$ cat src/rtl/imm_extend_unit.sv
// Registered immediate generator: accumulates prefix chunks, sign/zero-extends to DATA_W.
// Optional IMM_SHIFT_MODE_EN macro enables the mode[1] left shift by SHIFT_AMT.
module imm_extend_unit #(
    parameter int IMM_W      = 11,
    parameter int DATA_W     = 64,
    parameter int MAX_PREFIX = 5,
    parameter int SHIFT_AMT  = 2
) (
    input  logic              clk,
    input  logic              reset,
    input  logic              flush,
    input  logic              in_valid,
    output logic              in_ready,
    input  logic [IMM_W-1:0]  imm,
    input  logic              prefix,
    input  logic [1:0]        mode,
    output logic              out_valid,
    input  logic              out_ready,
    output logic [DATA_W-1:0] out,
    output logic              err
);

    localparam int ACC_W  = MAX_PREFIX * IMM_W;
    localparam int FULL_W = (MAX_PREFIX + 1) * IMM_W;
    localparam int CW     = $clog2(MAX_PREFIX + 1);

    logic [ACC_W-1:0]  acc;
    logic [CW-1:0]     cnt;
    logic [ACC_W-1:0]  acc_eff;
    logic [CW-1:0]     cnt_eff;
    logic [FULL_W-1:0] full;
    logic              accept;
    logic              ext_bit;
    logic [DATA_W-1:0] mask;
    logic [DATA_W-1:0] ext_res;
    logic [DATA_W-1:0] result;

    logic [MAX_PREFIX:0] sign_at;
    logic [DATA_W-1:0]   mask_at [MAX_PREFIX+1];

    assign in_ready = !out_valid || out_ready;
    assign accept   = in_valid && in_ready;

    // A same-cycle flush empties the accumulator before the beat is looked at.
    assign acc_eff = flush ? '0 : acc;
    assign cnt_eff = flush ? '0 : cnt;
    assign full    = {acc_eff, imm};

    // Per prefix count: the sign bit of the assembled value and the valid-bit mask.
    for (genvar g = 0; g <= MAX_PREFIX; g++) begin : g_width
        if ((g + 1) * IMM_W >= DATA_W) begin : g_wide
            assign sign_at[g] = 1'b0;
            assign mask_at[g] = '1;
        end else begin : g_narrow
            assign sign_at[g] = full[(g + 1) * IMM_W - 1];
            assign mask_at[g] = {{(DATA_W - (g + 1) * IMM_W){1'b0}}, {((g + 1) * IMM_W){1'b1}}};
        end
    end

    if (FULL_W > DATA_W) begin : g_unused_hi
        logic unused_full_hi;
        assign unused_full_hi = ^full[FULL_W-1:DATA_W];
    end

    always_comb begin
        mask    = mask_at[cnt_eff];
        ext_bit = !mode[0] && sign_at[cnt_eff];
        ext_res = (full[DATA_W-1:0] & mask) | (ext_bit ? ~mask : '0);
`ifdef IMM_SHIFT_MODE_EN
        result  = mode[1] ? (ext_res << SHIFT_AMT) : ext_res;
`else
        result  = ext_res;
`endif
    end

`ifndef IMM_SHIFT_MODE_EN
    logic unused_mode1;
    assign unused_mode1 = mode[1];
`endif

    always_ff @(posedge clk) begin
        if (reset) begin
            acc       <= '0;
            cnt       <= '0;
            out       <= '0;
            out_valid <= 1'b0;
            err       <= 1'b0;
        end else begin
            if (flush) begin
                acc <= '0;
                cnt <= '0;
            end
            if (accept) begin
                if (prefix) begin
                    if (cnt_eff < CW'(MAX_PREFIX)) begin
                        acc <= full[ACC_W-1:0];
                        cnt <= cnt_eff + CW'(1);
                    end else begin
                        err <= 1'b1;
                    end
                    if (out_ready) out_valid <= 1'b0;
                end else begin
                    out       <= result;
                    out_valid <= 1'b1;
                    acc       <= '0;
                    cnt       <= '0;
                end
            end else if (out_valid && out_ready) begin
                out_valid <= 1'b0;
            end
        end
    end

endmodule

$ cat config.mk
export PLATFORM = sky130hd
export DESIGN_NAME = imm_extend_unit
export DESIGN_NICKNAME = d
export VERILOG_FILES = /design/src/rtl/imm_extend_unit.sv
export SDC_FILE = /design/constraint.sdc
export NUM_CORES = 1
export LEC_CHECK = 0
export CORE_MARGIN = 8
export CORE_UTILIZATION = 56
export DETAILED_ROUTE_END_ITERATION = 8
export GPL_ROUTABILITY_DRIVEN = 0
export HOLD_SLACK_MARGIN = 0.05
export MAX_ROUTING_LAYER = met4
export PLACE_DENSITY = 0.91
export SLEW_MARGIN = 0
export SYNTH_ARGS = -nofsm -noshare
export SYNTH_HDL_FRONTEND = slang
export SYNTH_SLANG_ARGS = --single-unit
$ cat constraint.sdc
create_clock -name clk -period 3.4 [get_ports clk]
set_input_delay 0.68 -clock clk [delete_from_list [all_inputs] [get_ports clk]]
set_output_delay 0.68 -clock clk [all_outputs]
set_load 0.05 [all_outputs]
==> results.yml <==
drt:
  wl_per_cell_um: 19.43
  viasPerCell: 6.104
  wl_met1_mm: 5.159
  highest-signal-layer: "met4"
  postRouteAntennaNets: 0
  drcViolationCount: 0
  dr_wl_met3_mm: 1.046
  first_iter_violations: 356
  drtPass1Iterations: 5
  totalWireLength_mm: 13.21
  wl_met2_mm: 6.578
  vias: 4151
timing:
  finClkSkew_ns: 0.008140
  final_max_slew_viol_count: 0
  hold_ws_ns: 0.4544
  clock.fmax_mhz: 402.7
  setup_tns_ns: 0
  finalSetupViolations: 0
  max_slew_margin_pct: 38.91
  min_period_ns: 2.484
  min_period_over_period_pct: 73.05
  max_slew.worst_pin.slew_ns: 0.9144
  hold_violations: 0
  rsz0062_at_grt: "no"
synthesis:
  synth_area_leader_cell: "dfxtp_1"
  async_flop_share_pct: 0
  synth_edf_count: 0
  postSynthAreaPerCell_sq_um: 9.466
  ys_types: 41
  synth_common_cells: "dfxtp_1, nor2_1, nand2_1"
  syn_area_sq_mm: 0.004667
  yosysTopAreaCellShare_pct: 52.33
  synth_nets: 512
  yosys_register_bits: 122
  ys_warn_count: 0
  yosys.cell_count.top_type: "dfxtp_1"
  synth_area_leaders: "dfxtp_1, a22oi_1, nor2_1"
  synth_ff_type: "dfxtp_1"
  syn-instance-count: 493
  ys_seq_area_share_pct: 52.33
die:
  rows: 33
  die_w_um: 107.3
  chipHeight_um: 107.3
  initial_core_util_pct: 57.38
  coreArea_sq_mm: 0.008134
  ioPinCount: 86
  die-area_sq_mm: 0.01151
cts:
  cts_tree: "done"
  htree_num_levels: 4
  post-cts-setup-buffer-count: 0
  cts_sinks: 122
  clk_latency_ns: 0.52
  clkTransAtPathRegs_ns: 0.06
  post_cts_resized: 0
  cts_root_buffer: "clkbuf_8"
  cts_buffer_depth: 2
  hold_buffers: 0
  cts_made_buffers: 17
pwr:
  p_sw_share_pct: 26.99
  pwr-share-clk_pct: 47.7
  p_comb_share_pct: 13.9
  p_per_area_mw_per_mm2: 650.8
  power_leakage_nw: 2.169
  cellInternalPower_mw: 2.922
  switchingPower_mw: 1.081
  vdd_drop_max_uv: 426.4
  p_seq_share_pct: 38.4
global_route:
  grt_overflow: 0
  grt_pass1_vias: 4078
  grt_pass1_wl_mm: 21.14
  grt_max_degree: 44
  antenna_found_initial: 0
  grt_use_total_pct: 23.96
critical_path:
  slowest_delay_ns: 0.73
  critPathMaxFanout: 11
  crit_path_start_kind: "register"
  crit_buf_inv: 0
  reg2reg_slack_ns: 0.92
  crit_slowest_cell: "a21oi_1"
  path_class: "register to register"
  cp.required_ns: 3.75
  endpoint_kind: "register"
  cp_cell_sequence: "mux2_2 -> a221o_1 -> a21oi_1 -> a211oi_1"
  cp_top_family: "compound AO/OA/AOI/OAI gates"
  crit_arrival_ns: 2.83
cells_and_area:
  final_util_pct: 75.62
  final_cell_count_no_fill: 680
  final_nets: 581
  syn_to_final_growth_pct: 31.80
  num_antenna_cells: 0
  layout-drive-gt1-share_pct: 14.78
place:
  place_hpwl_mm: 8.250
  place_inst: 648
  port_buffers: 84
outcome:
  outcome: "finished clean"
min_path:
  hold_class: "register to register"
job:
  drv_cap: 0
final cells by class:
cell class,instances,area (sq um)
flip-flops and latches,122,2442
fillers,520,1983
multi-input cells,319,1969
repair buffers,96,953.4
clock buffers,20,445.4
clock inverters,12,186.4
well taps,105,131.4
inverters,6,22.52
power groups by stage:
| stage | registers (mW) | clock network [mW] | logic (mW) |
|---|---|---|---|
| after floorplan | 1.75 | 0 | 0.179 |
| after global placement | 1.56 | 0 | 0.541 |
| after detailed placement | 1.56 | 0 | 0.549 |
| after CTS | 1.54 | 1.92 | 0.557 |
| after global routing | 1.54 | 1.98 | 0.584 |
| final | 1.54 | 1.91 | 0.557 |
routing by layer:
metal | vias up | track usage [%]
li1 | 1895 | -
met1 | 2012 | 26.54
met2 | 201 | 39.06
met3 | 43 | 6.228
met4 | 0 | 12.26
met5 | - | -
registers in the layout, indices dropped and copies added (netlist names):
name	count
out	64
acc	53
cnt	3
err	1
out_valid	1
path summary, 6_finish.rpt:
| kind | from | endpoint | cells after the start |
|---|---|---|---|
| setup / recovery | cnt[0] | out[48] | 4 |
| hold / removal | out[2] | out[2] | 2 |
| setup reg to reg | cnt[0] | out[48] | 4 |
| hold reg to reg | out[2] | out[2] | 2 |
kinds of logic (layout without fill, tap and decap cells):
| group | Yosys count | after routing | share of synthesized area (%) |
|---|---|---|---|
| buf+inv | 52 | 134 | 6.005 |
| simple gates | 167 | 167 | 15.42 |
| compound gates | 150 | 150 | 25.82 |
| mux | 1 | 1 | 0.2413 |
| xor+xnor | 1 | 1 | 0.1877 |
| flops | 122 | 122 | 52.33 |
through the flow:
step | power, mW | setup slack, ns | instance area [sq um]
final | 4.003 | 0.9165 | 6151
after global routing | 4.104 | 0.7664 | 6151
after CTS | 4.007 | 0.9363 | 6151
after detailed placement | 2.112 | 0.4476 | 5519
after global placement | 2.100 | 0.5114 | 5519
after floorplan | 1.928 | 1.171 | 4667
layout by cell type (no fill, tap or decap), types with 2 or more instances in the layout:
| cell | instances |
|---|---|
| inv_1 | 4 |
| a21oi_1 | 28 |
| bufinv_16 | 4 |
| a22oi_2 | 10 |
| and2b_1 | 9 |
| a211oi_1 | 22 |
| nand2_1 | 52 |
| buf_12 | 2 |
| clkinv_4 | 4 |
| nor2_1 | 80 |
| nand3_1 | 2 |
| clkbuf_8 | 3 |
| o221a_2 | 23 |
| or3_1 | 4 |
| nand2b_1 | 3 |
| dfxtp_1 | 122 |
| o21bai_1 | 3 |
| buf_4 | 11 |
| clkdlybuf4s50_1 | 83 |
| nor2b_1 | 6 |
| a31oi_1 | 2 |
| clkbuf_16 | 16 |
| o211ai_1 | 2 |
| inv_6 | 3 |
| nor3_1 | 5 |
| a22oi_1 | 42 |
| o21ai_0 | 10 |
worst min-delay path, stage by stage, from the launching register on:
cell     delay, ns
dfxtp_1       0.31
nand2_1       0.05
a21oi_1       0.05
Power figures use the tool's default switching activity.
